**src/rtl/fsk_bit_detector_if.sv**
```systemverilog
// fsk_bit_detector_if: per-tone sample inputs and decided-bit outputs of the FSK bit detector
interface fsk_bit_detector_if;
  logic en;
  logic align;
  logic q1_in;
  logic q2_in;
  logic bit_out;
  logic bit_valid;
  logic erasure;
  modport master (output en, align, q1_in, q2_in, input bit_out, bit_valid, erasure);
  modport slave (input en, align, q1_in, q2_in, output bit_out, bit_valid, erasure);
endinterface

```
**src/rtl/fsk_bit_detector.sv**
```systemverilog
// fsk_bit_detector: integrate-and-dump decision over one symbol window of space/mark samples
module fsk_bit_detector #(
  parameter int SAMPLES_PER_BIT = 16,
  parameter int MIN_COUNT = 4
) (
  input logic clk,
  input logic rst_n,
  fsk_bit_detector_if.slave bus
);
  localparam int CNT_W = $clog2(SAMPLES_PER_BIT + 1);
  typedef enum logic {IDLE, INTEGRATE} state_t;
  state_t state_q, state_d;
  logic [CNT_W-1:0] sample_idx_q, sample_idx_d, cnt1_q, cnt1_d, cnt2_q, cnt2_d;
  logic bit_out_q, bit_out_d, bit_valid_q, bit_valid_d, erasure_q, erasure_d;
  logic [CNT_W-1:0] c1, c2, hi;
  logic restart, last, win_end;
  always_comb begin
    c1 = cnt1_q + CNT_W'(bus.q1_in);
    c2 = cnt2_q + CNT_W'(bus.q2_in);
    hi = c1 > c2 ? c1 : c2;
    restart = state_q == IDLE || bus.align;
    last = state_q == INTEGRATE && sample_idx_q == CNT_W'(SAMPLES_PER_BIT - 1);
    win_end = bus.en && last;
    // bit_out_q doubles as the last decided bit used to break ties
    bit_out_d = !win_end ? bit_out_q : c2 > c1 ? 1'b1 : c1 > c2 ? 1'b0 : bit_out_q;
    erasure_d = win_end ? (c1 == c2 || hi < CNT_W'(MIN_COUNT)) : erasure_q;
    bit_valid_d = win_end;
    cnt1_d = !bus.en ? '0 : restart ? CNT_W'(bus.q1_in) : last ? '0 : c1;
    cnt2_d = !bus.en ? '0 : restart ? CNT_W'(bus.q2_in) : last ? '0 : c2;
    sample_idx_d = !bus.en ? '0 : restart ? CNT_W'(1) : last ? '0 : sample_idx_q + CNT_W'(1);
    state_d = bus.en ? INTEGRATE : IDLE;
  end
  always_ff @(posedge clk) begin
    if (!rst_n) begin
      state_q <= IDLE;
      sample_idx_q <= '0;
      cnt1_q <= '0;
      cnt2_q <= '0;
      bit_out_q <= 1'b0;
      bit_valid_q <= 1'b0;
      erasure_q <= 1'b0;
    end else begin
      state_q <= state_d;
      sample_idx_q <= sample_idx_d;
      cnt1_q <= cnt1_d;
      cnt2_q <= cnt2_d;
      bit_out_q <= bit_out_d;
      bit_valid_q <= bit_valid_d;
      erasure_q <= erasure_d;
    end
  end
  assign bus.bit_out = bit_out_q;
  assign bus.bit_valid = bit_valid_q;
  assign bus.erasure = erasure_q;
endmodule

```
**src/flat_wrapper.sv**
```systemverilog
// flat-port wrapper written by rule: the top's interface ports become plain ports
module fsk_bit_detector_flat 
#(
  parameter int SAMPLES_PER_BIT = 16,
  parameter int MIN_COUNT = 4
)
  (clk, rst_n, bus_en, bus_align, bus_q1_in, bus_q2_in, bus_bit_out, bus_bit_valid, bus_erasure);
  fsk_bit_detector_if bus_i ();
  input logic clk;
  input logic rst_n;
  input wire logic [$bits(bus_i.en)-1:0] bus_en;
  input wire logic [$bits(bus_i.align)-1:0] bus_align;
  input wire logic [$bits(bus_i.q1_in)-1:0] bus_q1_in;
  input wire logic [$bits(bus_i.q2_in)-1:0] bus_q2_in;
  output wire logic [$bits(bus_i.bit_out)-1:0] bus_bit_out;
  output wire logic [$bits(bus_i.bit_valid)-1:0] bus_bit_valid;
  output wire logic [$bits(bus_i.erasure)-1:0] bus_erasure;
  assign bus_i.en = bus_en;
  assign bus_i.align = bus_align;
  assign bus_i.q1_in = bus_q1_in;
  assign bus_i.q2_in = bus_q2_in;
  assign bus_bit_out = bus_i.bit_out;
  assign bus_bit_valid = bus_i.bit_valid;
  assign bus_erasure = bus_i.erasure;
  fsk_bit_detector #(.SAMPLES_PER_BIT(SAMPLES_PER_BIT), .MIN_COUNT(MIN_COUNT)) u_core (.clk(clk), .rst_n(rst_n), .bus(bus_i));
endmodule
```
**config.mk**
```make
export PLATFORM = sky130hd
export DESIGN_NAME = fsk_bit_detector_flat
export DESIGN_NICKNAME = d
export VERILOG_FILES = /design/src/rtl/fsk_bit_detector_if.sv /design/src/rtl/fsk_bit_detector.sv /design/src/flat_wrapper.sv
export SDC_FILE = /design/constraint.sdc
export NUM_CORES = 1
export LEC_CHECK = 0
export ABC_AREA = 1
export BUFFER_PORTS_ARGS = -buffer_cell sky130_fd_sc_hd__buf_2
export CAP_MARGIN = 20
export CORE_ASPECT_RATIO = 1.25
export CORE_MARGIN = 4
export CORE_UTILIZATION = 56
export CTS_CLUSTER_SIZE = 30
export DETAILED_ROUTE_END_ITERATION = 12
export PLACE_DENSITY_LB_ADDON = 0.15
export SLEW_MARGIN = 30
export SYNTH_ARGS = -nofsm -noshare
export SYNTH_HDL_FRONTEND = slang
export SYNTH_SLANG_ARGS = --single-unit
```
**constraint.sdc**
```tcl
create_clock -name clk -period 2.4 [get_ports clk]
set_input_delay 0.12 -clock clk [delete_from_list [all_inputs] [get_ports clk]]
set_output_delay 0.12 -clock clk [all_outputs]
set_load 0.01 [all_outputs]
```
==> results of run 1 <==
## cell usage after synthesis
| cell type | count | area [sq um] |
|---|---|---|
| xnor2_1 | 2 | 17.5 |
| inv_1 | 19 | 71.3 |
| o21a_1 | 1 | 7.51 |
| clkbuf_1 | 1 | 3.75 |
| nand3_2 | 1 | 10.0 |
| nand2_1 | 18 | 67.6 |
| nor2_4 | 1 | 11.3 |
| nor3b_1 | 1 | 7.51 |
| nand3_1 | 10 | 50.1 |
| nor3_1 | 2 | 10.0 |
| nor2_2 | 2 | 12.5 |
| nand4_1 | 3 | 18.8 |
| nand2_2 | 3 | 18.8 |
| o21ai_1 | 2 | 10.0 |
| o22ai_1 | 1 | 6.26 |
| a21oi_1 | 5 | 25.0 |
| dfxtp_1 | 19 | 380 |
| ha_1 | 10 | 125 |
| xor2_1 | 2 | 17.5 |
| nor2_1 | 15 | 56.3 |
| o21ai_0 | 2 | 10.0 |
## final timing paths
check	startpoint	end	slack (ns)	cells after the start
min	rst_n	u_core.bus.erasure	0.04	3
max	u_core.cnt2_q[0]	u_core.bus.erasure	0.54	13
min reg2reg	u_core.state_q	u_core.bus.bit_valid	0.48	2
max reg2reg	u_core.cnt2_q[0]	u_core.bus.erasure	0.54	13
## stage by stage
step           total power [mW]  hold slack, ns  utilization, %  cells  setup WS (ns)
3_3_place_gp              0.367           0.346            63.0    145          0.593
4_1_cts                   0.530          0.0352            64.7    149          0.514
5_1_grt                   0.548          0.0768            64.7    149          0.283
2_1_floorplan             0.356           0.223               -    120          0.695
3_5_place_dp              0.368           0.356            63.0    145          0.532
6_report                  0.524          0.0377            64.7    149          0.541
## metal layers
layer / up-vias / share of wire [%] / track usage, %
li1: 408 / - / -
met1: 333 / 42 / 15.4
met2: 13 / 51 / 30.6
met3: 5 / 4.3 / 4.68
met4: 0 / 2.5 / 10.6
met5: - / 0 / 0
## worst register-to-register path, cell delays in order, from the launching register on
cell and delay, ns:
dfxtp_1 0.32, ha_1 0.18, nand3_1 0.09, xor2_1 0.20, inv_1 0.10, ha_1 0.29, nand2_2 0.09, nor2_4 0.04
a21oi_1 0.15, nand2_1 0.09, nand2_1 0.06, nand2_1 0.04, nand2_1 0.05, nand2_1 0.05
## power by group
group          internal, mW  switching, mW
Clock                0.0623          0.101
Sequential            0.320        0.00249
Combinational        0.0156         0.0226
## area by class of cell
| class | instances | area (sq um) |
|---|---|---|
| clock buffer | 3 | 22.5 |
| clock inverter | 1 | 5.00 |
| fill | 165 | 558 |
| inverter | 19 | 71.3 |
| multi-input combinational | 81 | 482 |
| sequential | 19 | 380 |
| tap | 18 | 22.5 |
| timing repair buffer | 8 | 40.0 |
## state kept, by name (all words and copies together), names as in the netlist
register / flops
u_core.sample_idx_q: 5
u_core.cnt2_q: 5
u_core.state_q: 1
u_core.cnt1_q: 5
u_core.bus.bit_out: 1
u_core.bus.bit_valid: 1
u_core.bus.erasure: 1
## cell usage in the layout, fill, tap and decap left out, drive strengths merged, types with 3 or more instances in the layout
master / n
ha: 10
nor2: 18
o21ai: 4
a21oi: 5
buf: 8
dfxtp: 19
nand4: 3
clkbuf: 3
inv: 19
nand2: 21
nand3: 11
## logic make-up after synthesis
| group | Yosys count | share of synthesized area (%) |
|---|---|---|
| simple gates | 56 | 28.0 |
| fa+ha+maj | 10 | 13.4 |
| flops | 19 | 40.6 |
| compound gates | 11 | 6.28 |
| buf+inv | 20 | 8.01 |
| xor+xnor | 4 | 3.74 |
==> impl_metrics.json, run 1 <==
{
  "status": "finished clean",
  "critPathSlowestCell": "dfxtp_1",
  "area_delta_synth_final_pct": 9.21,
  "cp_data_required_time_ns": 2.61,
  "setup_viol": 0,
  "fin_crit_sh_pct": 77.5,
  "worstPathArrival_ns": 2.07,
  "via_per_inst": 5.09,
  "die_x_um": 44.6,
  "cp-start-kind": "register",
  "cts_max_path_buffers": 2,
  "die_h_um": 53.7,
  "nets": 148,
  "final_cell_area_sq_um": 1020,
  "clk_pin_slew_worst_paths_ns": 0.11,
  "drive_above_1_share_pct": 14.5,
  "dieArea_sq_um": 2400,
  "grt_max_degree": 15,
  "finalHoldViolations": 0,
  "setup_tns_ns": 0,
  "path_cells": "ha_1, nand3_1, xor2_1, inv_1, ha_1, nand2_2, nor2_4, a21oi_1, nand2_1, nand2_1, nand2_1, nand2_1, nand2_1",
  "path_buf_inv": 1,
  "finClkSkew_ns": 0.00198,
  "grt.total_usage_pct": 16.5,
  "cts_resized": 0,
  "drt-initial-drc-count": 14,
  "ys_warn_count": 0,
  "finalCriticalPeriod_ns": 1.86,
  "slowest_delay_ns": 0.32,
  "crit_fanout": 3,
  "hpwl_um": 1270,
  "hp-class": "primary input to register",
  "antenna_found_initial": 0,
  "slew-limit-headroom_pct": 66.1,
  "crit_top_cell": "nand2_1",
  "start_util_pct": 59.3,
  "ys_seq_elements": 19,
  "clock_sinks": 19,
  "syn_area_sq_um": 937,
  "critPathCaptureType": "register",
  "postPlaceCellArea_sq_um": 996,
  "yosysUniqueCellTypes": 21,
  "grt_pass1_wl_um": 2840,
  "worstSetupPathType": "register to register",
  "ctsHoldBuffers": 0,
  "syn_area_per_cell_sq_um": 7.81,
  "drv_slew": 0,
  "clock_latency_ns": 0.30,
  "cts-root-buf": "clkbuf_4",
  "wire_per_inst_um": 10.7,
  "rsz0062_at_grt": "no",
  "max_freq_mhz": 538,
  "vias": 759,
  "power_density_nw_per_um2": 512,
  "leakagePower_nw": 0.494,
  "core_area_sq_um": 1580,
  "gp_congestion": 0.815,
  "cap_violations": 0,
  "cts_tree": "built",
  "peakVddDrop_v": 0.000460,
  "synth_nets": 136,
  "htreeDepth": 1,
  "post-cts-setup-buffers": 0,
  "dr.pass1.iters": 4,
  "drc": 0,
  "overflow": 0,
  "finalWirelength_um": 1600,
  "numCtsBuffers": 3,
  "rows": 16,
  "grt_pass1_vias": 759,
  "synthCells": 120,
  "antenna_left": 0,
  "ys_seq_area_share_pct": 40.6,
  "worst_slew_pin_slew_ns": 0.508,
  "crit_family": "simple AND/OR/NAND/NOR gates",
  "n_antenna_cell": 0,
  "io_pins": 9,
  "portBuffers": 8
}
(Power assumes the default switching activity.)
==> run 2: changes to the inputs <==
--- a/config.mk
+++ b/config.mk
@@ -5,12 +5,12 @@
 export SDC_FILE = /design/constraint.sdc
 export NUM_CORES = 1
 export LEC_CHECK = 0
-export ABC_AREA = 1
+export ABC_AREA = 0
 export BUFFER_PORTS_ARGS = -buffer_cell sky130_fd_sc_hd__buf_2
 export CAP_MARGIN = 20
 export CORE_ASPECT_RATIO = 1.25
 export CORE_MARGIN = 4
-export CORE_UTILIZATION = 56
+export CORE_UTILIZATION = 50
 export CTS_CLUSTER_SIZE = 30
 export DETAILED_ROUTE_END_ITERATION = 12
 export PLACE_DENSITY_LB_ADDON = 0.15
==> constraint.sdc (replaced) <==
create_clock -name clk -period 1.59 [get_ports clk]
set_input_delay 0.0795 -clock clk [delete_from_list [all_inputs] [get_ports clk]]
set_output_delay 0.0795 -clock clk [all_outputs]
set_load 0.01 [all_outputs]
==> run 2 against run 1 <==
The run now ends with negative setup slack left. Sequential power increased by 51%. Sequential share of layout area is 9.6 points lower. Power is 58% higher. Clock power up 51%. Critical path depth decreased by 5. Global-route usage up 1.4 points. Setup slack got worse by 0.93 ns. Die area rose by 7.1%. Fmax decreased by 6.2%. Sequential cell count unchanged. Combinational power rose to 2.5 times the previous value. First-iteration DRC count shrank 57%. Highest routed layer unchanged.
==> impl_metrics.json, run 2 <==
{
  "synthCells": 99,
  "fin_crit_sh_pct": 125,
  "hpwl_um": 1350,
  "synth_edf_count": 0,
  "violations": "negative setup slack",
  "ys_seq_area_share_pct": 41.9,
  "synth_area_leaders": "dfxtp_1 (42%), ha_1 (14%), nor2_1 (7.9%), xor2_1 (5.8%), nand3_1 (4.4%)",
  "antenna_left": 0,
  "final_cell_mix": "buf_4 (19), dfxtp_1 (15), nor2_1 (14), ha_4 (9), buf_2 (8)",
  "grt_max_degree": 11,
  "worstPathArrival_ns": 2.19,
  "holdPathEnd": "u_core.bus.bit_out",
  "async_flop_share_pct": 0,
  "drc": 0,
  "cp-start-kind": "register",
  "whs_ns": 0.0506,
  "via_per_inst": 5.70,
  "crit_fanout": 2,
  "area_delta_synth_final_pct": 54.7,
  "syn_area_sq_um": 908,
  "status": "complete, but fails checks",
  "cp_data_required_time_ns": 1.79,
  "critPathCaptureType": "register",
  "cts_tree": "built",
  "drv_slew": 0,
  "die_x_um": 46.1,
  "regArea_sq_um": 388,
  "nets": 148,
  "gp_congestion": 0.788,
  "worst_slew_pin_slew_ns": 0.382,
  "grt_pass1_vias": 794,
  "grt.total_usage_pct": 17.9,
  "finalHoldViolations": 0,
  "overflow": 0,
  "start_util_pct": 55.3,
  "min_path_cells": 2,
  "ys_seq_elements": 19,
  "grt_pass1_wl_um": 3370,
  "clock_sinks": 19,
  "clk_pin_slew_worst_paths_ns": 0.10,
  "die_h_um": 55.7,
  "power_density_nw_per_um2": 589,
  "layout_commonest_cell": "buf_4",
  "clock_latency_ns": 0.30,
  "peakVddDrop_v": 0.000612,
  "rows": 16,
  "dr.pass1.iters": 4,
  "max_freq_mhz": 505,
  "rr_worst_depth": 8,
  "drive_above_1_share_pct": 48.9,
  "setup_viol": 2,
  "synth_nets": 115,
  "yosys.area.top_type_share_pct": 41.9,
  "cts-root-buf": "clkbuf_4",
  "syn_area_per_cell_sq_um": 9.18,
  "num-fill-cells": 89,
  "synth_largest_area_cell": "dfxtp_1",
  "wire_per_inst_um": 16.1,
  "n_antenna_cell": 0,
  "cts_max_path_buffers": 2,
  "worstSetupPathType": "register to register",
  "htreeDepth": 1,
  "rsz0062_at_grt": "yes",
  "ys_warn_count": 0,
  "cap_violations": 0,
  "final_util_pct": 85.6,
  "core_area_sq_um": 1640,
  "vias": 849,
  "portBuffers": 8,
  "finClkSkew_ns": 0.00107,
  "hp-class": "primary input to register",
  "drt-initial-drc-count": 6,
  "finalWirelength_um": 2410,
  "ys.flop_type": "dfxtp_1",
  "reg2reg_slack_ns": -0.39,
  "numCtsBuffers": 3,
  "reg2reg_to": "u_core.bus.bit_out",
  "setup_ws_ns": -0.392,
  "dieArea_sq_um": 2570,
  "slew-limit-headroom_pct": 74.4,
  "hold_path.startpoint": "rst_n",
  "rr_startpoint": "u_core.cnt1_q[0]",
  "ctsHoldBuffers": 0,
  "leakagePower_nw": 0.561,
  "yosysUniqueCellTypes": 25,
  "io_pins": 9,
  "ys_top_cells_by_count": "dfxtp_1 (19), nor2_1 (19), ha_1 (10)",
  "antenna_found_initial": 0,
  "multiInputGateArea_sq_um": 738,
  "finalCriticalPeriod_ns": 1.98,
  "reg_top3": "u_core.cnt1_q x5, u_core.cnt2_q x5, u_core.sample_idx_q x5"
}
-- run 2: cell count changes after synthesis, sizes merged, moves of 3 or more --
cell	before	now
nand2	21	3
inv	19	9
xor2	2	6
a21oi	5	2
a31oi	0	3
nand3	11	8
nand4	3	0
o21ai	4	1
xnor2	2	5
-- run 2: per-stage QoR --
| stage | TNS, ns | power, mW | area [sq um] | cells | setup WS, ns |
|---|---|---|---|---|---|
| after floorplan | -0.665 | 0.533 | 946 | 99 | -0.366 |
| after global placement | -1.37 | 0.560 | 1110 | 140 | -0.376 |
| after detailed placement | -1.82 | 0.562 | 1110 | 140 | -0.472 |
| after CTS | -0.744 | 0.812 | 1240 | 148 | -0.385 |
| after global routing | -1.14 | 0.863 | 1410 | 149 | -0.469 |
| final | -0.773 | 0.827 | 1410 | 149 | -0.392 |
-- run 2: worst max-delay path, stage by stage (launching register included) --
cell	delay, ns
dfxtp_4	0.38
ha_4	0.16
ha_4	0.26
inv_4	0.03
ha_4	0.16
o211ai_1	0.22
o211ai_2	0.16
maj3_2	0.31
o221a_1	0.21
-- run 2: where the power goes --
group	total (mW)	switching (mW)	internal, mW
logic	0.0956	0.0460	0.0496
clock network	0.246	0.148	0.0979
registers	0.486	0.00529	0.481
total	0.827	0.199	0.628
-- run 2: how the worst max path moves through the flow --
stage / start / end / slack [ns] / cells past startpoint
after floorplan: u_core.cnt2_q[0] / u_core.bus.bit_out / -0.37 / 9
after global placement: u_core.cnt2_q[0] / u_core.bus.bit_out / -0.38 / 9
after detailed placement: u_core.cnt2_q[0] / u_core.bus.bit_out / -0.47 / 9
after CTS: u_core.cnt2_q[0] / u_core.bus.bit_out / -0.39 / 9
after global routing: u_core.cnt2_q[0] / u_core.bus.erasure / -0.47 / 9
final: u_core.cnt1_q[0] / u_core.bus.bit_out / -0.39 / 8
-- run 2: cell type report --
class | count | area share [%]
flip-flops and latches | 19 | 27.6
repair buffers | 28 | 13.8
well taps | 18 | 1.60
clock buffers | 4 | 1.87
inverters | 9 | 2.58
multi-input cells | 71 | 52.5
-- run 2: logic make-up after synthesis --
family	Yosys count	share of synthesized area (%)
compound gates	9	7.16
xor+xnor	11	11.4
fa+ha+maj	11	15.0
buf+inv	10	4.13
flops	19	41.9
mux	1	1.24
simple gates	38	19.1
-- run 2: per-layer routing --
layer / share of wire, % / wire length, um / global-route usage, %
met1: 36 / 862 / 20.8
met2: 54 / 1290 / 30.1
met3: 6.0 / 145 / 3.88
met4: 4.5 / 109 / 7.32
met5: 0 / 0 / 0
-- run 2: repair_timing --
action | 4_1_cts | 5_1_grt
endpoints found under the setup margin | 14 | 14
endpoints found under the hold margin | 0 | 0
resized for setup | 17 | 26
gates cloned | 1 | 0
setup buffers | 3 | 1
pin swaps | 15 | 13
==> run 3: changes to the inputs <==
==> constraint.sdc (replaced) <==
create_clock -name clk -period 1.7 [get_ports clk]
set_input_delay 0.085 -clock clk [delete_from_list [all_inputs] [get_ports clk]]
set_output_delay 0.085 -clock clk [all_outputs]
set_load 0.01 [all_outputs]
==> run 3 against run 2 <==
The run still ends with negative setup slack left. Global-route usage decreased by 1.4 points. Count of clock-buffer cells in the layout decreased by 1. Sequential cell count unchanged. Sequential share of layout area increased by 2.5 points. Cell count decreased by 2.7%. Setup slack improved by 0.039 ns. Via count decreased by 9.7%. Fmax decreased by 3.5%. Hold slack improved by 0.021 ns. Sequential power decreased by 6.6%. Critical endpoint unchanged. Largest cell class unchanged.
==> impl_metrics.json, run 3 (synthesis gave the netlist of run 2 again) <==
{
  "worstPathArrival_ns": 2.24,
  "finalWirelength_um": 2010,
  "startpoint": "u_core.cnt1_q[0]",
  "p_sw_share_pct": 24.0,
  "clockPowerShare_pct": 30.5,
  "setup_viol": 2,
  "overflow": 0,
  "slowest_delay_ns": 0.35,
  "hold_path.startpoint": "rst_n",
  "max_freq_mhz": 487,
  "die_x_um": 46.1,
  "crit_fanout": 2,
  "dieArea_sq_um": 2570,
  "drt-initial-drc-count": 20,
  "start_util_pct": 55.3,
  "grt.total_usage_pct": 16.5,
  "combPwrFrac_pct": 9.6,
  "multiInputGateArea_sq_um": 637,
  "rows": 16,
  "hpwl_um": 1390,
  "nets": 144,
  "vias": 767,
  "io_pins": 9,
  "finalHoldViolations": 0,
  "status": "complete, but fails checks",
  "antenna_left": 0,
  "clock_latency_ns": 0.30,
  "internal-power_mw": 0.575,
  "via_per_inst": 5.29,
  "clk_pin_slew_worst_paths_ns": 0.10,
  "cts_tree": "built",
  "cts_max_path_buffers": 2,
  "ctsHoldBuffers": 0,
  "rsz0062_at_grt": "yes",
  "power_density_nw_per_um2": 593,
  "cts-root-buf": "clkbuf_4",
  "drc": 0,
  "leakagePower_nw": 0.542,
  "place_ws_ns": -0.364,
  "drv_slew": 0,
  "whs_ns": 0.0720,
  "wire_per_inst_um": 13.9,
  "grt_pass1_wl_um": 3150,
  "setup_tns_ns": -0.576,
  "p_sw_mw": 0.182,
  "critPathSlowestCell": "dfxtp_2",
  "path_cells": "ha_1, ha_4, inv_2, ha_4, o211ai_1, o211ai_2, maj3_2, o221a_1",
  "crit_top_cell": "ha_4",
  "num-fill-cells": 108,
  "critPathCaptureType": "register",
  "final_cell_mix": "nor2_1 (18), buf_4 (16), dfxtp_1 (16), buf_2 (8), inv_1 (7)",
  "setup_ws_ns": -0.353,
  "hp-class": "primary input to register",
  "worstSetupPathType": "register to register",
  "fin_crit_sh_pct": 121,
  "worst_slew_pin_slew_ns": 0.357,
  "reg_top3": "u_core.cnt1_q x5, u_core.cnt2_q x5, u_core.sample_idx_q x5",
  "core_area_sq_um": 1640,
  "finalCriticalPeriod_ns": 2.05,
  "htreeDepth": 1,
  "layout_commonest_cell": "nor2_1",
  "area_delta_synth_final_pct": 40.5,
  "gp_congestion": 0.812,
  "antenna_found_initial": 0,
  "finClkSkew_ns": 0.0112,
  "die_h_um": 55.7,
  "cap_violations": 0,
  "regArea_sq_um": 384,
  "rr_startpoint": "u_core.cnt1_q[0]",
  "peakVddDrop_v": 0.000517,
  "clock_sinks": 19,
  "n_antenna_cell": 0,
  "final_util_pct": 77.7,
  "violations": "negative setup slack",
  "portBuffers": 8,
  "sequentialPowerShare_pct": 60.0,
  "dr.pass1.iters": 4,
  "drive_above_1_share_pct": 40.9,
  "numCtsBuffers": 3,
  "grt_max_degree": 12,
  "cp_data_required_time_ns": 1.89,
  "cp-start-kind": "register",
  "slew-limit-headroom_pct": 76.1,
  "grt_pass1_vias": 759
}
[run 3: stage by stage]
| stage | std cells | area, sq um | power [mW] |
|---|---|---|---|
| 4_1_cts | 143 | 1150 | 0.753 |
| 3_3_place_gp | 139 | 1100 | 0.519 |
| 2_1_floorplan | 99 | 928 | 0.497 |
| 5_1_grt | 145 | 1280 | 0.798 |
| 3_5_place_dp | 139 | 1100 | 0.523 |
| 6_report | 145 | 1280 | 0.757 |
[run 3: timing repair]
| action | in CTS | in global routing |
|---|---|---|
| cloned | 0 | 0 |
| endpoints found under the setup margin | 4 | 12 |
| gates resized for setup | 5 | 22 |
| pin swaps | 6 | 9 |
| setup buffers | 0 | 2 |
[run 3: final cells by class]
class / count / share of cell area, %
sequential: 19 / 30.1
timing repair buffer: 25 / 13.4
multi-input combinational: 70 / 49.9
clock buffer: 3 / 1.76
clock inverter: 1 / 0.392
inverter: 9 / 2.65
tap: 18 / 1.76
[run 3: final timing paths]
path / end / cells after the start / slack (ns)
worst max-delay path: u_core.bus.bit_out / 8 / -0.35
worst min-delay path: u_core.bus.bit_out / 2 / 0.07
worst max register to register: u_core.bus.bit_out / 8 / -0.35
worst min register to register: u_core.sample_idx_q[3] / 2 / 0.53
[run 3: power groups by stage]
stage	clock [mW]	sequential, mW	combinational [mW]
3_5_place_dp	0	0.463	0.0601
6_report	0.231	0.454	0.0725
4_1_cts	0.238	0.453	0.0616
5_1_grt	0.262	0.455	0.0810
3_3_place_gp	0	0.462	0.0571
2_1_floorplan	0	0.462	0.0353
[run 3: critical path, delay by kind of cell (launching register included)]
kind / cells / cell delay (ns)
AOI/OAI and AO/OA: 3 / 0.58
DFF: 1 / 0.35
buffers and inverters: 1 / 0.04
adders and majority gates: 4 / 0.97
[run 3: routing by layer]
metal | vias to the layer above | wire, um | share of wire (%) | GRT usage (%)
met5 | - | 0 | 0 | 0
met4 | 0 | 33 | 1.6 | 7.32
met3 | 4 | 91 | 4.5 | 1.94
met2 | 18 | 1060 | 53 | 28.5
met1 | 362 | 827 | 41 | 19.2
li1 | 383 | - | - | -
